==> src/rtl/cpu_ctrl_pkg.sv <==
// Shared definitions for the hardwired control unit: opcodes, control-word bit positions and sequencer states.
// The datapath and the sequencer both import this package so that strobe positions stay in one place.
package cpu_ctrl_pkg;

   localparam int CTRL_W = 24;
   localparam int OP_W   = 5;

   localparam logic [OP_W-1:0] OP_LD   = 5'b00000;
   localparam logic [OP_W-1:0] OP_LDI  = 5'b00001;
   localparam logic [OP_W-1:0] OP_ST   = 5'b00010;
   localparam logic [OP_W-1:0] OP_ADD  = 5'b00011;
   localparam logic [OP_W-1:0] OP_SUB  = 5'b00100;
   localparam logic [OP_W-1:0] OP_AND  = 5'b00101;
   localparam logic [OP_W-1:0] OP_OR   = 5'b00110;
   localparam logic [OP_W-1:0] OP_ADDI = 5'b01011;
   localparam logic [OP_W-1:0] OP_BR   = 5'b10010;
   localparam logic [OP_W-1:0] OP_NOP  = 5'b11001;
   localparam logic [OP_W-1:0] OP_HALT = 5'b11010;

   localparam int CTL_PCOUT     = 0;
   localparam int CTL_ZLOWOUT   = 1;
   localparam int CTL_MDROUT    = 2;
   localparam int CTL_COUT      = 3;
   localparam int CTL_BAOUT     = 4;
   localparam int CTL_ROUT      = 5;
   localparam int CTL_MARIN     = 6;
   localparam int CTL_PCIN      = 7;
   localparam int CTL_MDRIN     = 8;
   localparam int CTL_IRIN      = 9;
   localparam int CTL_YIN       = 10;
   localparam int CTL_INCPC     = 11;
   localparam int CTL_ZIN       = 12;
   localparam int CTL_CONIN     = 13;
   localparam int CTL_RIN       = 14;
   localparam int CTL_GRA       = 15;
   localparam int CTL_GRB       = 16;
   localparam int CTL_GRC       = 17;
   localparam int CTL_READ      = 18;
   localparam int CTL_WRITE     = 19;
   localparam int CTL_ADD       = 20;
   localparam int CTL_SUBTRACT  = 21;
   localparam int CTL_ANDSIGNAL = 22;
   localparam int CTL_ORSIGNAL  = 23;

   // T0..T7 are contiguous so the debug step is simply state - S_T0.
   typedef enum logic [3:0] {
      S_RESET, S_T0, S_T1, S_T2, S_T3, S_T4, S_T5, S_T6, S_T7, S_PAUSE, S_HALT
   } state_t;

   function automatic logic [4:0] alu_idx(input logic [OP_W-1:0] op);
      case (op)
         OP_SUB:  return 5'(CTL_SUBTRACT);
         OP_AND:  return 5'(CTL_ANDSIGNAL);
         OP_OR:   return 5'(CTL_ORSIGNAL);
         default: return 5'(CTL_ADD);
      endcase
   endfunction

endpackage

==> src/rtl/ctrl_decode.sv <==
// Combinational strobe decoder: (state, opcode, branch flag) -> control word and last-step flag.
// Zero latency; unrecognised opcode/step pairs produce an all-zero word and end the instruction.
module ctrl_decode
   import cpu_ctrl_pkg::*;
(
   input  state_t            state,
   input  logic [OP_W-1:0]   ir_op,
   input  logic              con_ff,
   output logic [CTRL_W-1:0] ctrl,
   output logic              instr_done
);

   always_comb begin
      ctrl       = '0;
      instr_done = 1'b0;
      case (state)
         S_T0: begin
            ctrl[CTL_PCOUT] = 1'b1; ctrl[CTL_MARIN] = 1'b1;
            ctrl[CTL_INCPC] = 1'b1; ctrl[CTL_ZIN]   = 1'b1;
         end
         S_T1: begin
            ctrl[CTL_ZLOWOUT] = 1'b1; ctrl[CTL_PCIN]  = 1'b1;
            ctrl[CTL_READ]    = 1'b1; ctrl[CTL_MDRIN] = 1'b1;
         end
         S_T2: begin
            ctrl[CTL_MDROUT] = 1'b1; ctrl[CTL_IRIN] = 1'b1;
         end
         S_T3: begin
            case (ir_op)
               OP_LD, OP_LDI, OP_ST: begin
                  ctrl[CTL_GRB] = 1'b1; ctrl[CTL_BAOUT] = 1'b1; ctrl[CTL_YIN] = 1'b1;
               end
               OP_ADD, OP_SUB, OP_AND, OP_OR, OP_ADDI: begin
                  ctrl[CTL_GRB] = 1'b1; ctrl[CTL_ROUT] = 1'b1; ctrl[CTL_YIN] = 1'b1;
               end
               OP_BR: begin
                  ctrl[CTL_GRA] = 1'b1; ctrl[CTL_ROUT] = 1'b1; ctrl[CTL_CONIN] = 1'b1;
               end
               default: instr_done = 1'b1;
            endcase
         end
         S_T4: begin
            case (ir_op)
               OP_LD, OP_LDI, OP_ST, OP_ADDI: begin
                  ctrl[CTL_COUT] = 1'b1; ctrl[CTL_ADD] = 1'b1; ctrl[CTL_ZIN] = 1'b1;
               end
               OP_ADD, OP_SUB, OP_AND, OP_OR: begin
                  ctrl[CTL_GRC] = 1'b1; ctrl[CTL_ROUT] = 1'b1; ctrl[CTL_ZIN] = 1'b1;
                  ctrl[alu_idx(ir_op)] = 1'b1;
               end
               OP_BR: begin
                  ctrl[CTL_PCOUT] = 1'b1; ctrl[CTL_YIN] = 1'b1;
               end
               default: instr_done = 1'b1;
            endcase
         end
         S_T5: begin
            case (ir_op)
               OP_LD, OP_ST: begin
                  ctrl[CTL_ZLOWOUT] = 1'b1; ctrl[CTL_MARIN] = 1'b1;
               end
               OP_BR: begin
                  ctrl[CTL_COUT] = 1'b1; ctrl[CTL_ADD] = 1'b1; ctrl[CTL_ZIN] = 1'b1;
               end
               OP_LDI, OP_ADD, OP_SUB, OP_AND, OP_OR, OP_ADDI: begin
                  ctrl[CTL_ZLOWOUT] = 1'b1; ctrl[CTL_GRA] = 1'b1; ctrl[CTL_RIN] = 1'b1;
                  instr_done = 1'b1;
               end
               default: instr_done = 1'b1;
            endcase
         end
         S_T6: begin
            case (ir_op)
               OP_LD: begin
                  ctrl[CTL_READ] = 1'b1; ctrl[CTL_MDRIN] = 1'b1;
               end
               OP_ST: begin
                  ctrl[CTL_GRA] = 1'b1; ctrl[CTL_ROUT] = 1'b1; ctrl[CTL_MDRIN] = 1'b1;
               end
               OP_BR: begin
                  ctrl[CTL_ZLOWOUT] = 1'b1; ctrl[CTL_PCIN] = con_ff;
                  instr_done = 1'b1;
               end
               default: instr_done = 1'b1;
            endcase
         end
         S_T7: begin
            instr_done = 1'b1;
            case (ir_op)
               OP_LD: begin
                  ctrl[CTL_MDROUT] = 1'b1; ctrl[CTL_GRA] = 1'b1; ctrl[CTL_RIN] = 1'b1;
               end
               OP_ST:   ctrl[CTL_WRITE] = 1'b1;
               default: ctrl = '0;
            endcase
         end
         default: ctrl = '0;
      endcase
   end

endmodule

==> src/rtl/control_sequencer.sv <==
// Hardwired control sequencer: fetch T0-T2, per-opcode execute T3-T7, one step per clock.
// stop pauses only at an instruction boundary; clr aborts at once; HALT is left only through clr.
module control_sequencer
   import cpu_ctrl_pkg::*;
(
   input  logic              clk,
   input  logic              clr,
   input  logic [OP_W-1:0]   ir_op,
   input  logic              con_ff,
   input  logic              stop,
   output logic [CTRL_W-1:0] ctrl,
   output logic              run,
   output logic              instr_done,
   output logic [2:0]        step
);

   state_t state;
   state_t state_nxt;

   ctrl_decode u_decode (
      .state      (state),
      .ir_op      (ir_op),
      .con_ff     (con_ff),
      .ctrl       (ctrl),
      .instr_done (instr_done)
   );

   always_ff @(posedge clk) begin
      if (clr) state <= S_RESET;
      else     state <= state_nxt;
   end

   always_comb begin
      state_nxt = state;
      case (state)
         S_RESET: state_nxt = S_T0;
         S_PAUSE: state_nxt = stop ? S_PAUSE : S_T0;
         S_HALT:  state_nxt = S_HALT;
         default: begin
            // halt wins over a pending stop request
            if (state == S_T3 && ir_op == OP_HALT)
               state_nxt = S_HALT;
            else if (instr_done || state == S_T7)
               state_nxt = stop ? S_PAUSE : S_T0;
            else
               state_nxt = state_t'(state + 4'd1);
         end
      endcase
   end

   always_comb begin
      run  = (state >= S_T0) && (state <= S_T7);
      step = run ? 3'(state - S_T0) : 3'd0;
   end

endmodule

==> config.mk <==
export PLATFORM = sky130hd
export DESIGN_NAME = control_sequencer
export DESIGN_NICKNAME = d
export VERILOG_FILES = /design/src/rtl/cpu_ctrl_pkg.sv /design/src/rtl/ctrl_decode.sv /design/src/rtl/control_sequencer.sv
export SDC_FILE = /design/constraint.sdc
export NUM_CORES = 1
export LEC_CHECK = 0
export ABC_AREA = 1
export CORE_UTILIZATION = 39
export CTS_BUF_LIST = sky130_fd_sc_hd__clkbuf_8
export DETAILED_ROUTE_END_ITERATION = 8
export PLACE_DENSITY = 0.88
export SLEW_MARGIN = 20
export SYNTH_ARGS = -nofsm -noshare
export SYNTH_HDL_FRONTEND = slang
export SYNTH_SLANG_ARGS = --single-unit
==> constraint.sdc <==
create_clock -name clk -period 4.8 [get_ports clk]
set_clock_uncertainty 0.2 [all_clocks]
set_input_delay 0.96 -clock clk [delete_from_list [all_inputs] [get_ports clk]]
set_output_delay 0.96 -clock clk [all_outputs]
set_load 0.01 [all_outputs]
---- After elaboration in Yosys (flattened, before gate mapping) ----
Cells that the tools add are included.
cells by class
  $add $sub $neg .......................... 2
  $lt $le $gt $ge ......................... 4
  eq/ne operators ......................... 19
  mux-type cells .......................... 54
  reductions and logical operators ........ 16
operators with widths
  cell                                                                          number
  1-bit case mux with 2 select lines                                            14
  1-bit case mux with 3 select lines                                            6
  4-bit by 3-bit == test with 1-bit output, second input constant               4
  5-bit by 3-bit == test with 1-bit output, second input constant               3
  1-bit 2-to-1 mux                                                              14
  4-bit == test, second input constant                                          3
  4-bit 2-to-1 mux                                                              3
  2-bit case mux with 3 select lines                                            2
  4-bit case mux with 3 select lines                                            1
  6-bit OR reduction                                                            2
  5-bit by 2-bit == test with 1-bit output, second input constant               2
  5-bit == test, second input constant                                          2
  5-bit 2-to-1 mux                                                              2
  3-bit 2-to-1 mux                                                              3
  9-bit OR reduction                                                            1
  4-bit by 2-bit == test with 1-bit output, second input constant               2
  1-bit case mux with 4 select lines                                            2
  4-bit OR reduction                                                            2
  8-bit OR reduction                                                            1
  7-bit 2-to-1 mux                                                              1
  5-bit by 6-bit less-than comparator with 1-bit output, second input constant  1
  2-bit 2-to-1 mux                                                              3
  6-bit 2-to-1 mux                                                              1
  3-bit OR reduction                                                            2
  15 further kinds                                                              18
word-level totals
  flip-flop bits (word level) ............. 4
  word-level logic and storage cells ...... 96

---- Logic depth before layout (Yosys ltp) ----
  word-level depth ........................ 10
  depth in mapped cells ................... 11
  mapped depth without buffers ............ 11

---- By module ----
From an unflattened synthesis, not the netlist that was laid out.
second synthesis, totals
  cells, all modules ...................... 167
  area total of the unflattened synthesis .. 880.8 um^2
by module, submodules not included
  module             instances  cells an instance  area each (um^2)  seq. area each (um^2)
  ctrl_decode        1          105                489.2             0.0
  control_sequencer  1          62                 391.6             80.1

---- Worst setup path before layout ----
OpenSTA, ideal clock, no wires.
  kind .................................... in2out
  start point ............................. in ir_op[2]
  end point ............................... out ctrl[18]
  arrival ................................. 1778 ps
  data required time ...................... 3640 ps
  setup slack ............................. 1862 ps
  stages .................................. 7
  cell sequence ........................... inv_1 nand2_2 nor2_4 nand2_1 inv_1 nand2_1 o21ai_0
on the way
  longest elaborated chain between the ends .. 10
  elaborated cells on any way between the ends .. 17
RTL lines
  item                                                                                                                                                         line                                   source
  from (decl)                                                                                                                                                  control_sequencer.sv:8                 input logic [OP_W-1:0] ir_op,
  5-bit by 3-bit == test with 1-bit output                                                                                                                     cpu_ctrl_pkg.sv:51, ctrl_decode.sv:43
  2-bit case mux with 3 select lines                                                                                                                           cpu_ctrl_pkg.sv:51                     case (op)
  5-bit 2-to-1 mux                                                                                                                                             ctrl_decode.sv:43                      case (ir_op)
  5-bit 2-to-1 mux                                                                                                                                             ctrl_decode.sv:16                      case (state)
  5-bit by 6-bit less-than comparator with 1-bit output (not written as such) or 5-bit by 1-bit greater-or-equal comparator with 1-bit output (tied branches)  ctrl_decode.sv:49                      ctrl[alu_idx(ir_op)] = 1'b1;
  1-bit logical AND (not written as such)                                                                                                                      ctrl_decode.sv:49
  1-bit 2-to-1 mux (not written as such)                                                                                                                       ctrl_decode.sv:49
  1-bit demux with 5-bit select                                                                                                                                --
  7-bit 2-to-1 mux                                                                                                                                             ctrl_decode.sv:43
  1-bit case mux with 3 select lines (*)                                                                                                                       ctrl_decode.sv:16
  to (decl)                                                                                                                                                    control_sequencer.sv:11                output logic [CTRL_W-1:0] ctrl,
Mark *: on every way between the ends. The rest lies on a longest branch, timed or not. The select of a mux whose other input is x is not followed.

---- Worst setup path after layout ----
  start point ............................. in ir_op[0]
  end point ............................... out ctrl[15]
on the way
  longest elaborated chain between the ends .. 10
  elaborated cells on any way between the ends .. 25
RTL lines
  item                                                                                                                                                         line
  5-bit by 3-bit == test with 1-bit output                                                                                                                     cpu_ctrl_pkg.sv:51, ctrl_decode.sv:43, ctrl_decode.sv:58
  2-bit case mux with 3 select lines                                                                                                                           cpu_ctrl_pkg.sv:51
  5-bit 2-to-1 mux                                                                                                                                             ctrl_decode.sv:43
  5-bit 2-to-1 mux                                                                                                                                             ctrl_decode.sv:16
  5-bit by 6-bit less-than comparator with 1-bit output (not written as such) or 5-bit by 1-bit greater-or-equal comparator with 1-bit output (tied branches)  ctrl_decode.sv:49
  1-bit logical AND (not written as such)                                                                                                                      ctrl_decode.sv:49
  1-bit 2-to-1 mux (not written as such)                                                                                                                       ctrl_decode.sv:49
  1-bit demux with 5-bit select                                                                                                                                --
  7-bit 2-to-1 mux                                                                                                                                             ctrl_decode.sv:43
  1-bit case mux with 5 select lines (*)                                                                                                                       ctrl_decode.sv:16
Marks and branches as above.

==> metrics.md <==
| Metric | Value |
|---|---|
| Die area | 2240 µm² |
| P_leak | 0.605 nW |
| Hold Crit Class | flip-flop to flip-flop |
| Share of layout cells above drive strength 1 | 0.119 |
| Xor and xnor area share after synthesis | 0.0218 |
| Hold Crit Depth | 2 |
| Kind of critical path | input pin to output port |
| Vias | 1040 |
| Critical Path AT | 3030 ps |
| Combinational cell fraction of total power | 0.580 |
| Number of synthesized flops with an enable pin | 0 |
| Slew @ Worst Pin | 502 ps |
| # Max-Cap Violations | 0 |
| R2R setup slack | 2850 ps |
| CTS tree | done |
| Root buf cell | clkbuf_8 |
| Hold wc startpoint | state[3] |
| Clock power share | 0.263 |
| Switching Share | 0.364 |
| DR iter-0 viols | 26 |
| Sequential area share after synthesis | 0.0998 |
| First-pass GRT wire length | 3420 µm |
| Largest family of logic cells by synthesized area | simple AND/OR/NAND/NOR gates |
| RR Startpoint | state[0] |
| Post-CTS Setup Bufs | 0 |
| Num Clock Sinks | 4 |
| CTS max path bufs | 2 |
| Worst r2r path cells | 10 |
| Slew Limit Fails | 0 |
| Largest register FFs | 4 |
| Synth warn | 0 |
| Rel. slew slack | 0.663 |
| Yosys reg bits | 4 |
| Nets | 192 |
| Initial Util | 0.413 |
| Hold buffer count at CTS | 0 |
| Final setup TNS | 0 ps |
| CP required | 3640 ps |
| Worst VDD drop | 0.226 mV |
| Clock latency on the worst-skew pair | 210 ps |
| Synth top area share | 0.136 |
| Critical Path End Type | output port |
| Post-layout min period | 4190 ps |
| IO Port Bufs | 37 |
| Power per Cell Area | 211 nW/µm² |
| Yosys cell types | 29 |
| Initial antenna violation count | 0 |
| Antenna diodes | 0 |
| CP Max Fanout | 6 |
| Final Wtd Congestion | 1.01 |
| Setup WS pre-CTS | 638 ps |
| I/O Pins | 38 |
| CTS Buf Count | 3 |
| Post-Synth Simple-Gate Area | 0.512 |
| Top cells by area, synth | nand2_1 (14%), inv_1 (13%), dfxtp_1 (10%) |
| Period utilization | 0.873 |
| Area growth syn-to-layout | 54.6% |
| Setup ws final | 611 ps |
| Max Fclk | 239 MHz |
| GRT busiest layer | met2 |
| Startpoint class of the critical path | input pin |
| Top reg by flops | state |
| Status | completed |
| DRC Markers | 0 |
| DPL Wire Length | 1890 µm |
| Grt met3 use | 0.0423 |
| # setup viols final | 0 |
| ANT nets after route | 0 |
| GRT met2 Usage | 0.403 |
| Largest net degree at the start of global routing | 9 |
| Top flop regs | state (4) |
| Sequential power share | 0.157 |
| Power Total | 0.261 mW |
| Die Ht | 47.4 µm |
| Routed vias/inst | 5.12 |
| GRT Total Usage | 0.211 |
| Number of global-route vias before repair | 908 |
| Cell count after synthesis | 137 |
| Synth async-reset ratio | 0 |
| CTS resizes | 0 |
| WL/cell | 11.3 µm |
| Rows | 16 |
| Dominant cell type by area after synthesis | nand2_1 |
| Critical R2R Capture | state[3] |
| DIE WIDTH | 47.4 µm |
| Std-Cell Core Area | 1940 µm² |
| Internal power | 0.166 mW |
| Adder-cell area share of the yosys netlist | 0.0780 |
| Overflow after GRT | 0 |
| Main synth FF type | dfxtp_1 |
| Hold Path Sink | state[1] |
| H-tree Lvls | 1 |
| Fin util | 0.639 |
| Syn_area_per_cell | 5.85 µm² |
| M1 GR Usage | 0.222 |
| Syn Std Cell Area | 802 µm² |
| Final hold violation count | 0 |
| Mux cell area share after synthesis | 0 |
| RSZ-0062 raised after global routing | no |
| First-pass DRT Iterations | 4 |
| Syn nets | 151 |
| WL final | 2290 µm |
| Reg clk slew, reported paths | 30 ps |
| Sw Pwr | 0.0951 mW |
| Compound-Gate Fraction of Synth Area | 0.144 |
## power by group through the flow
| stage | sequential, mW | clock (mW) | combinational [mW] |
|---|---|---|---|
| after floorplan | 0.0400 | 0 | 0.0790 |
| after global placement | 0.0415 | 0 | 0.147 |
| after detailed placement | 0.0416 | 0 | 0.151 |
| after CTS | 0.0412 | 0.0703 | 0.152 |
| after global routing | 0.0420 | 0.0739 | 0.166 |
| final | 0.0411 | 0.0685 | 0.151 |
## cells in the mapped netlist, drive strengths merged (2+ instances only)
library cell  instances
nand3                17
nand2                33
o211ai                3
inv                  29
o21ai                 7
nor2                 20
ha                    5
nor3                  4
dfxtp                 4
a21oi                 4
nand4                 2
## cells by family (layout without fill, tap and decap cells)
group	Yosys count	count (layout)
adder cells (fa/ha/maj)	5	5
XOR/XNOR	2	2
buffers and inverters	30	69
AO/OA/AOI/OAI	17	17
AND/OR/NAND/NOR	79	79
flip-flops	4	4
## routing by layer
layer / wire length, µm / up-vias / part of all wire
met2: 1180 / 47 / 0.51
li1: - / 521 / -
met4: 19 / 0 / 0.0083
met1: 956 / 470 / 0.42
met3: 133 / 2 / 0.058
met5: 0 / - / 0
## area by class of cell
cell class / count / area, µm²
sequential: 4 / 80.1
fill: 178 / 702
inverter: 29 / 109
tap: 27 / 33.8
multi-input combinational: 103 / 606
timing repair buffer: 37 / 370
clock buffer: 3 / 41.3
## critical path, cell delays in order
cell and delay [ps]:
clkdlybuf4s50_1 690, nand2_4 100, nor2_2 120, nand2_2 80
nand2_2 100, nor2_4 50, inv_1 110, o211ai_1 120
o2111ai_1 120, clkdlybuf4s50_1 570
## per-stage QoR
step / std cells / hold slack (ps) / instance area (µm²)
finish: 203 / 432 / 1240
global route: 203 / 475 / 1240
CTS: 203 / 427 / 1240
detailed placement: 200 / 409 / 1200
global placement: 200 / 386 / 1200
floorplan: 137 / 344 / 802
## layout by cell type (no fill, tap or decap), drive strengths merged
cell and n:
and3 1, inv 29, nand3 17, o211ai 3, o21ai 7, o21a 1, a21oi 4, a221o 1
xnor2 1, dfxtp 4, nor2 20, clkbuf 3, nor3 4, or2 1, o2111ai 1, xor2 1
clkdlybuf4s50 37, ha 5, nand4 2, nor4 1, nand2 33
## worst max-delay path by stage
stage          cells after the start  slack (ps)       end  startpoint
2_1_floorplan                      7        1860  ctrl[18]    ir_op[2]
3_3_place_gp                      10         690  ctrl[15]    ir_op[0]
3_5_place_dp                      10         640  ctrl[15]    ir_op[0]
4_1_cts                           10         630  ctrl[15]    ir_op[0]
5_1_grt                           10         500  ctrl[15]    ir_op[0]
6_report                          10         610  ctrl[15]    ir_op[0]
Note: power is estimated with default switching activity, not from simulation.
